## src/rtl/fb_pkg.sv

```systemverilog
// Shared frame-buffer sizing and fill-state encoding for the frame write path.
package fb_pkg;
   localparam int DATA_WIDTH = 12;
   localparam int ADDR_WIDTH = 15;
   localparam int NPIX       = 19200;

   localparam logic [0:0] FILL_IDLE = 1'b0;
   localparam logic [0:0] FILL_FILL = 1'b1;
endpackage

```

## src/rtl/fill_engine.sv

```systemverilog
// Whole-frame fill sequencer: issues one write per unstalled cycle from
// address 0 to NPIX-1 using a colour latched at start.
module fill_engine #(
   parameter int DATA_WIDTH = fb_pkg::DATA_WIDTH,
   parameter int ADDR_WIDTH = fb_pkg::ADDR_WIDTH,
   parameter int NPIX       = fb_pkg::NPIX
) (
   input  logic                  clk,
   input  logic                  rst,
   input  logic                  i_start,
   input  logic [DATA_WIDTH-1:0] i_color,
   input  logic                  i_stall,
   output logic                  o_busy,
   output logic                  o_we,
   output logic [ADDR_WIDTH-1:0] o_addr,
   output logic [DATA_WIDTH-1:0] o_data
);
   import fb_pkg::*;

   localparam logic [ADDR_WIDTH-1:0] LAST = ADDR_WIDTH'(NPIX - 1);

   logic [0:0]            r_state;
   logic [ADDR_WIDTH-1:0] r_cnt;
   logic [DATA_WIDTH-1:0] r_color;
   logic                  w_we;

   // Write request only; the top-level arbiter stalls us when a higher source wins.
   assign w_we   = (r_state == FILL_FILL) && !i_stall;
   assign o_we   = w_we;
   assign o_addr = r_cnt;
   assign o_data = r_color;
   assign o_busy = (r_state == FILL_FILL);

   always_ff @(posedge clk or posedge rst) begin
      if (rst) begin
         r_state <= FILL_IDLE;
         r_cnt   <= '0;
         r_color <= '0;
      end else if (r_state == FILL_IDLE) begin
         if (i_start) begin
            r_color <= i_color;
            r_cnt   <= '0;
            r_state <= FILL_FILL;
         end
      end else if (w_we) begin
         if (r_cnt == LAST) begin
            r_cnt   <= '0;
            r_state <= FILL_IDLE;
         end else begin
            r_cnt <= r_cnt + 1'b1;
         end
      end
   end
endmodule

```

## src/rtl/frame_write_ctrl.sv

```systemverilog
// Frame-buffer write arbiter: camera stream > CPU single writes > frame fill,
// with a registered write port toward the buffer.
module frame_write_ctrl #(
   parameter int DATA_WIDTH = fb_pkg::DATA_WIDTH,
   parameter int ADDR_WIDTH = fb_pkg::ADDR_WIDTH,
   parameter int NPIX       = fb_pkg::NPIX
) (
   input  logic                  clk,
   input  logic                  rst,
   input  logic                  i_cam_vsync,
   input  logic                  i_cam_valid,
   input  logic [DATA_WIDTH-1:0] i_cam_data,
   input  logic                  i_cpu_req,
   input  logic [ADDR_WIDTH-1:0] i_cpu_addr,
   input  logic [DATA_WIDTH-1:0] i_cpu_data,
   output logic                  o_cpu_ack,
   output logic                  o_cpu_err,
   input  logic                  i_fill_start,
   input  logic [DATA_WIDTH-1:0] i_fill_color,
   output logic                  o_fill_busy,
   output logic                  o_frame_done,
   output logic                  o_cam_drop,
   output logic                  o_mem_we,
   output logic [ADDR_WIDTH-1:0] o_mem_addr,
   output logic [DATA_WIDTH-1:0] o_mem_data
);
   import fb_pkg::*;

   localparam logic [ADDR_WIDTH-1:0] NPIX_A = ADDR_WIDTH'(NPIX);
   localparam logic [ADDR_WIDTH-1:0] LAST_A = ADDR_WIDTH'(NPIX - 1);

   logic [ADDR_WIDTH-1:0] r_cam_cnt;
   logic [ADDR_WIDTH-1:0] w_cam_idx;
   logic                  w_cam_we;
   logic                  w_cpu_grant;
   logic                  w_cpu_ok;
   logic                  w_cpu_we;
   logic                  r_cpu_ack_d;
   logic                  w_fill_we;
   logic [ADDR_WIDTH-1:0] w_fill_addr;
   logic [DATA_WIDTH-1:0] w_fill_data;

   // vsync restarts the frame in the same cycle, so a coincident pixel lands at 0.
   assign w_cam_idx = i_cam_vsync ? '0 : r_cam_cnt;
   assign w_cam_we  = i_cam_valid && (w_cam_idx < NPIX_A);

   // r_cpu_ack_d blocks a second ack while the requester is still lowering cpu_req.
   assign w_cpu_grant = i_cpu_req && !w_cam_we && !r_cpu_ack_d && !rst;
   assign w_cpu_ok    = (i_cpu_addr < NPIX_A);
   assign w_cpu_we    = w_cpu_grant && w_cpu_ok;
   assign o_cpu_ack   = w_cpu_grant;

   fill_engine #(
      .DATA_WIDTH (DATA_WIDTH),
      .ADDR_WIDTH (ADDR_WIDTH),
      .NPIX       (NPIX)
   ) u_fill (
      .clk     (clk),
      .rst     (rst),
      .i_start (i_fill_start),
      .i_color (i_fill_color),
      .i_stall (w_cam_we || w_cpu_grant),
      .o_busy  (o_fill_busy),
      .o_we    (w_fill_we),
      .o_addr  (w_fill_addr),
      .o_data  (w_fill_data)
   );

   always_ff @(posedge clk or posedge rst) begin
      if (rst) begin
         r_cam_cnt    <= '0;
         o_frame_done <= 1'b0;
         o_cam_drop   <= 1'b0;
      end else begin
         o_frame_done <= w_cam_we && (w_cam_idx == LAST_A);
         if (w_cam_we)
            r_cam_cnt <= w_cam_idx + 1'b1;
         else if (i_cam_vsync)
            r_cam_cnt <= '0;
         if (i_cam_vsync)
            o_cam_drop <= 1'b0;
         else if (i_cam_valid && !w_cam_we)
            o_cam_drop <= 1'b1;
      end
   end

   always_ff @(posedge clk or posedge rst) begin
      if (rst) begin
         r_cpu_ack_d <= 1'b0;
         o_cpu_err   <= 1'b0;
      end else begin
         r_cpu_ack_d <= w_cpu_grant;
         if (w_cpu_grant && !w_cpu_ok)
            o_cpu_err <= 1'b1;
      end
   end

   always_ff @(posedge clk or posedge rst) begin
      if (rst) begin
         o_mem_we   <= 1'b0;
         o_mem_addr <= '0;
         o_mem_data <= '0;
      end else begin
         o_mem_we <= w_cam_we || w_cpu_we || w_fill_we;
         if (w_cam_we) begin
            o_mem_addr <= w_cam_idx;
            o_mem_data <= i_cam_data;
         end else if (w_cpu_we) begin
            o_mem_addr <= i_cpu_addr;
            o_mem_data <= i_cpu_data;
         end else if (w_fill_we) begin
            o_mem_addr <= w_fill_addr;
            o_mem_data <= w_fill_data;
         end
      end
   end
endmodule

```

## config.mk

```make
export PLATFORM = sky130hd
export DESIGN_NAME = frame_write_ctrl
export DESIGN_NICKNAME = d
export VERILOG_FILES = /design/src/rtl/fb_pkg.sv /design/src/rtl/fill_engine.sv /design/src/rtl/frame_write_ctrl.sv
export SDC_FILE = /design/constraint.sdc
export NUM_CORES = 1
export LEC_CHECK = 0
export ABC_AREA = 1
export CAP_MARGIN = 20
export CORE_ASPECT_RATIO = 0.6
export CORE_MARGIN = 10
export CORE_UTILIZATION = 47
export DETAILED_ROUTE_END_ITERATION = 8
export PLACE_DENSITY_LB_ADDON = 0.3
export SYNTH_ARGS = -nofsm -noshare
export SYNTH_HDL_FRONTEND = slang
export SYNTH_HIERARCHICAL = 1
export SYNTH_SLANG_ARGS = --single-unit
```

## constraint.sdc

```tcl
create_clock -name clk -period 2.2 [get_ports clk]
set_input_delay 0.44 -clock clk [delete_from_list [all_inputs] [get_ports clk]]
set_output_delay 0.44 -clock clk [all_outputs]
set_load 0.02 [all_outputs]
```

==> results of run 1 <==
[power by group through the flow]
stage	Sequential (mW)	Clock (mW)	Combinational, mW
finish	1.61	1.29	0.727
global route	1.62	1.38	0.807
CTS	1.60	1.32	0.730
detailed placement	1.62	0	0.722
global placement	1.62	0	0.707
floorplan	1.64	0	0.354
[metrics by stage]
stage	cell area (um^2)	power, mW
6_report	5960	3.63
5_1_grt	5960	3.81
4_1_cts	5960	3.65
3_5_place_dp	5690	2.34
3_3_place_gp	5690	2.33
2_1_floorplan	4400	2.00
[Yosys cell counts, types with 2 or more instances]
master    instances  area (um^2)
buf_6             3         33.8
nand2_4           5         56.3
inv_1            65          244
or2_2             4         25.0
nor2_4            3         33.8
o21ai_1          16         80.1
nand2_2           3         18.8
buf_2            10         50.1
nor2_2            2         12.5
a21boi_0         11         82.6
nand3_4           2         35.0
dfrtp_1          75         1880
o21ai_0          13         65.1
ha_1              2         25.0
mux2_2           12          135
o21ai_2          12          105
nand3_1          26          130
nand2_1         189          709
xnor2_1           3         26.3
nor3_1           13         65.1
buf_4             3         22.5
a21oi_1          14         70.1
nand4_1          14         87.6
nor2_1           44          165
xor2_1           13          114
[sequential cells by signal, summed over array words and instances (netlist names)]
name,flops
u_fill/o_data,12
o_mem_data,12
o_cam_drop,1
r_cam_cnt,15
u_fill/o_addr,15
o_frame_done,1
o_cpu_err,1
u_fill/o_busy,1
r_cpu_ack_d,1
o_mem_addr,15
o_mem_we,1
[per-layer routing]
metal  vias up  wire [um]  part of all wire
met4         0        176             0.013
met5         -          0                 0
li1       2083          -                 -
met1      1972       6060              0.46
met3        17       1540              0.12
met2       196       5400              0.41
[cell usage in the layout (no fill, tap or decap), types with 2 or more instances in the layout]
cell,Yosys,final
nand3_1,26,26
clkinv_2,1,5
mux2_2,12,12
dfrtp_1,75,75
nand2_4,5,5
o21ai_1,16,16
ha_1,2,2
nor2_1,44,44
nand4_1,14,14
inv_1,65,63
xnor2_1,3,3
inv_2,1,3
nand3_4,2,2
nand2_1,189,189
o21ai_0,13,13
xor2_1,13,13
nor3_1,13,13
nor2_4,3,3
o21ai_2,12,12
nand2_2,3,3
clkbuf_16,0,9
nor2_2,2,3
clkdlybuf4s50_1,0,87
buf_12,1,3
a21oi_1,14,14
buf_4,3,46
a21boi_0,11,11
or2_2,4,4
[layout make-up]
| type | instances | area share |
|---|---|---|
| multi-input combinational | 411 | 0.357 |
| sequential | 75 | 0.315 |
| timing repair buffer | 139 | 0.218 |
| inverter | 68 | 0.0435 |
| clock buffer | 10 | 0.0384 |
| tap | 116 | 0.0244 |
| clock inverter | 4 | 0.00336 |
[cells by family after synthesis]
kind of cell,count (synthesis),synth area share
flip-flops,75,0.428
multiplexers,12,0.0308
XOR/XNOR,16,0.0319
AO/OA/AOI/OAI,72,0.104
AND/OR/NAND/NOR,308,0.310
adder cells (fa/ha/maj),2,0.00570
buffers and inverters,86,0.0895
[critical path, stage by stage]
cell           delay, ns
dlygate4sd2_1       0.28
inv_4               0.12
nand2_4             0.06
nor2_2              0.13
nand2_2             0.10
nand3_4             0.09
buf_4               0.12
nand2_1             0.04
or2_1               0.22
inv_2               0.13
inv_1               0.10
a21oi_4             0.18
buf_4               0.20
nand2_1             0.09
nand2_1             0.07
[worst paths after layout]
check	end	from	depth (start not counted)
worst max-delay path	o_mem_addr[6]	i_cam_vsync	15
worst min-delay path	o_mem_addr[4]	o_mem_addr[4]	2
worst max register to register	o_mem_addr[6]	r_cam_cnt[11]	13
worst min register to register	o_mem_addr[4]	o_mem_addr[4]	2
max in group asynchronous	u_fill/o_data[9]	rst	4
min in group asynchronous	o_mem_addr[3]	rst	4
[timing repair]
action / in CTS / in global routing
buffers inserted: 2 / 0
setup endpoints to repair: 28 / 2
resized for setup: 6 / 0
pin swaps: 1 / 0
gates cloned: 1 / 0
==> results.json, run 1 <==
{
  "syn_inst": 571,
  "diodes": 0,
  "ys_types": 39,
  "syn_area_um2": 4390,
  "grt_pass1_vias": 4330,
  "period_minus_slack_ns": 2.09,
  "grt_overflow": 0,
  "setup_ws_ns": 0.112,
  "worstMarginPinSlew_ns": 0.592,
  "drtAntennaViolNets": 0,
  "powerDensity_nw_per_um2": 609,
  "internal_power_mw": 2.58,
  "grt_use_met1": 0.280,
  "setup-tns-final_ns": 0,
  "pre_cts_slack_ns": -0.437,
  "num_rows": 27,
  "gr-max-usage-layer": "met2",
  "cts_hold_buf": 0,
  "postSynthNetCount": 630,
  "seq_power_share": 0.443,
  "fmax_mhz": 479,
  "status": "completed",
  "vdd_drop_max_v": 0.000394,
  "vias": 4268,
  "synth_edf_count": 0,
  "routed_wl_um": 13200,
  "num_io_pins": 90,
  "synth_seq_cells": 75,
  "dieArea_um2": 13700,
  "grt_pass1_wl_um": 21800,
  "final_core_util": 0.653,
  "ys_seq_area_frac": 0.428,
  "synth_flop_cell": "dfrtp_1",
  "grt_max_degree": 48,
  "cts_tree": "built",
  "finalHoldViolCount": 0,
  "numCtsBuffers": 9,
  "grt_use_met3": 0.0702,
  "final_cell_count_no_fill": 823,
  "p_comb_frac": 0.200,
  "drt-pass1-iter-count": 5,
  "pwr-share-clk": 0.357,
  "wl_per_cell_um": 16.0,
  "clk_latency_ns": 0.34,
  "cp_max_fo": 10,
  "criticalPathCategory": "in2reg",
  "place_inst": 806,
  "dieHeight_um": 94.9,
  "whs_ns": 0.481,
  "place.port_buffers": 89,
  "clkTransAtPathRegs_ns": 0.06,
  "yosysWarnings": 6,
  "core_um2": 9120,
  "maxSlewHeadroom": 0.605,
  "register_area_um2": 1880,
  "htreeDepth": 3,
  "grtUsageMet2": 0.291,
  "final.setup_skew_ns": 0.00584,
  "arrival_ns": 2.37,
  "synth.avg_cell_area_um2": 7.69,
  "p_sw_frac": 0.287,
  "antenna_found_initial": 0,
  "synthArstFlopShare": 1.00,
  "hpwl_um": 10400,
  "drcViolationCount": 0,
  "gp_congestion": 0.984,
  "grt_usage": 0.202,
  "n_fill_cell": 769,
  "drtIter0Drc": 429,
  "cts_sinks": 75,
  "maxSlewViolCount": 0,
  "crit_required_ns": 2.48,
  "setup-violations-final": 0,
  "multi_input_area_um2": 2130,
  "rrSetupSlack_ns": 0.19,
  "die_w_um": 145,
  "crit_path_end_kind": "flop",
  "cap_viol_max_count": 0,
  "start_util": 0.481,
  "nets": 763,
  "clockBufferDepth": 2,
  "area_growth_pct": 35.7,
  "ctsRootBufferMaster": "clkbuf_16",
  "period_share": 0.949,
  "final_layout_size_suffix_gt1_frac": 0.163,
  "net-switching-power_mw": 1.04,
  "p_leak_nw": 2.88,
  "hp-class": "reg2reg",
  "viasPerCell": 5.19,
  "rsz0062_at_grt": "true",
  "cp-start-kind": "primary input"
}
Note: power is estimated with default switching activity, not from simulation.
==> run 2: changes to the inputs <==
--- a/config.mk
+++ b/config.mk
@@ -9,10 +9,10 @@
 export CAP_MARGIN = 20
 export CORE_ASPECT_RATIO = 0.6
 export CORE_MARGIN = 10
-export CORE_UTILIZATION = 47
+export CORE_UTILIZATION = 46
 export DETAILED_ROUTE_END_ITERATION = 8
 export PLACE_DENSITY_LB_ADDON = 0.3
+export SLEW_MARGIN = 10
 export SYNTH_ARGS = -nofsm -noshare
 export SYNTH_HDL_FRONTEND = slang
-export SYNTH_HIERARCHICAL = 1
 export SYNTH_SLANG_ARGS = --single-unit
==> results.json, run 2 <==
{
  "status": "completed",
  "startpoint": "u_fill.o_addr[0]",
  "nets": 755,
  "area_growth_pct": 42.0,
  "dieHeight_um": 94.3,
  "timing.rr.start": "u_fill.o_addr[0]",
  "critical_path.cell_chain": "ha_1, nand3_1, nor2_1, nand2_1, nor3_2, nor2_4, buf_12, o21ai_0, o21ai_0",
  "dr.max_layer_used": "met4",
  "synth_compound_area_frac": 0.0636,
  "synth_top_area_share": 0.444,
  "num_rows": 26,
  "cp_max_fo": 6,
  "vias": 4406,
  "place.port_buffers": 89,
  "pre_cts_slack_ns": -0.463,
  "ff2ff_path_depth": 9,
  "p_leak_nw": 2.85,
  "synth_flop_cell": "dfrtp_1",
  "clockBufferDepth": 2,
  "diodes": 0,
  "synth_top_family_by_area": "simple AND/OR/NAND/NOR gates",
  "yosysTopAreaCell": "dfrtp_1",
  "drcViolationCount": 0,
  "setup-violations-final": 0,
  "grt_pass1_vias": 4261,
  "drt-pass1-iter-count": 5,
  "gp_congestion": 0.946,
  "rsz0062_at_grt": "false",
  "crit_path_end_kind": "flop",
  "wirelength_met1_um": 6310,
  "synthMuxAreaShare": 0,
  "ys_seq_area_frac": 0.444,
  "wl_per_cell_um": 17.1,
  "synth_xor_area_frac": 0.0290,
  "wl_met2_um": 5790,
  "ctsRootBufferMaster": "clkbuf_16",
  "arrival_ns": 2.22,
  "period_minus_slack_ns": 2.00,
  "crit_buf_inv": 1,
  "synth_edf_count": 0,
  "max_stage_delay_ns": 0.41,
  "start_util": 0.485,
  "n_fill_cell": 705,
  "cap_viol_max_count": 0,
  "synthArstFlopShare": 1.00,
  "crit_required_ns": 2.42,
  "yosysWarnings": 0,
  "cp-start-kind": "flop",
  "syn_inst": 569,
  "core_um2": 8720,
  "worstMarginPinSlew_ns": 0.563,
  "antenna_found_initial": 0,
  "final_cell_count_no_fill": 813,
  "crit_family": "simple AND/OR/NAND/NOR gates",
  "clkTransAtPathRegs_ns": 0.06,
  "synthTopCellsByArea": "dfrtp_1 44%, nand2_1 16%, nand3_1 8.3%",
  "register_area_um2": 1880,
  "min_from": "u_fill.o_data[5]",
  "final_layout_size_suffix_gt1_frac": 0.131,
  "finalHoldViolCount": 0,
  "multi_input_area_um2": 1970,
  "maxSlewViolCount": 0,
  "layout_common_cells": "177 x nand2_1, 87 x clkdlybuf4s50_1, 75 x dfrtp_1, 70 x nand3_1, 56 x inv_1",
  "synth_commonest_cells": "180 x nand2_1, 75 x dfrtp_1, 70 x nand3_1, 57 x inv_1, 33 x nor2_1",
  "grt_usage": 0.205,
  "drtIter0Drc": 457,
  "finalPower_mw": 4.63,
  "grt_pass1_wl_um": 22100,
  "htreeDepth": 3,
  "maxSlewHeadroom": 0.624,
  "synthAdderAreaFrac": 0.00591,
  "crit_cells": 9,
  "drtAntennaViolNets": 0,
  "ys_types": 33,
  "powerDensity_nw_per_um2": 771,
  "synth_seq_cells": 75,
  "num_io_pins": 90,
  "viasPerCell": 5.42,
  "timing.hold.worst_path_depth": 2,
  "slowest_stage": "dfrtp_1",
  "synth_most_common_cell": "nand2_1",
  "routed_wl_um": 13900,
  "criticalPathCategory": "reg2reg",
  "place_inst": 791,
  "met3WireLength_um": 1630,
  "cts_tree": "built",
  "dieArea_um2": 13600,
  "hpwl_um": 10400,
  "clk_latency_ns": 0.35,
  "hp-class": "reg2reg",
  "grt_max_degree": 29,
  "fmax_mhz": 499,
  "synthSimpleGateAreaFrac": 0.363,
  "period_share": 0.911,
  "final.setup_skew_ns": 0.00896,
  "numCtsBuffers": 9,
  "cpMostUsedCell": "o21ai_0",
  "postSynthNetCount": 628,
  "die_w_um": 144,
  "grt_overflow": 0,
  "final_common_cell": "nand2_1",
  "syn_area_um2": 4230,
  "cts_hold_buf": 0,
  "cts_sinks": 75,
  "synth.avg_cell_area_um2": 7.44,
  "setup_ws_ns": 0.197,
  "vdd_drop_max_v": 0.000503
}
-- run 2: cell count changes after synthesis, sizes merged, moves of 12 or more --
cell,delta
nand2,-15
nand4,+17
nand3,+44
mux2,-12
o21ai,-12
nor2,-12
-- run 2: final timing paths --
path / endpoint / slack, ns
min: u_fill.o_data[5] / 0.47
min reg2reg: u_fill.o_data[5] / 0.47
max reg2reg: u_fill.o_addr[11] / 0.20
max: u_fill.o_addr[11] / 0.20
max in group asynchronous: o_mem_data[9] / 1.03
min in group asynchronous: r_cpu_ack_d / 0.60
-- run 2: cell families after synthesis --
group,Yosys count
AND/OR/NAND/NOR,342
flip-flops,75
adder cells (fa/ha/maj),2
buffers and inverters,89
AO/OA/AOI/OAI,47
XOR/XNOR,14
-- run 2: metal layers --
layer  vias up  global-route usage
met2       244               0.293
met3        16              0.0722
li1       2109                   -
met1      2037               0.287
met4         0              0.0516
met5         -                   0
-- run 2: per-stage QoR --
| step | area, um^2 | setup TNS [ns] | hold slack (ns) | util |
|---|---|---|---|---|
| finish | 6010 | 0 | 0.471 | 0.689 |
| global route | 6010 | 0 | 0.497 | 0.689 |
| CTS | 5890 | 0 | 0.474 | 0.676 |
| detailed placement | 5530 | -15.46 | 0.460 | 0.634 |
| global placement | 5530 | -9.75 | 0.457 | 0.634 |
| floorplan | 4240 | 0 | 0.442 | - |
-- run 2: report_power, final --
group / total (mW) / internal [mW] / switching [mW]
registers: 1.80 / 1.62 / 0.178
clock network: 1.65 / 1.06 / 0.587
logic: 1.19 / 0.539 / 0.654
-- run 2: cell type report --
type                    count  area share
flip-flops and latches     75       0.312
repair buffers            142       0.240
clock buffers              11      0.0421
clock inverters             5      0.0139
inverters                  63      0.0404
well taps                 112      0.0233
multi-input cells         405       0.328
-- run 2: timing repair --
action	CTS	global route
buffers inserted	2	2
gates cloned	0	2
endpoints found under the setup margin	9	52
resized for setup	5	18
pin swaps	1	2
-- run 2: tightest hold or removal path, cell delays in order (launching register included) --
cell and delay, ns:
dfrtp_1 0.34, nand2_1 0.05, nand2_1 0.05
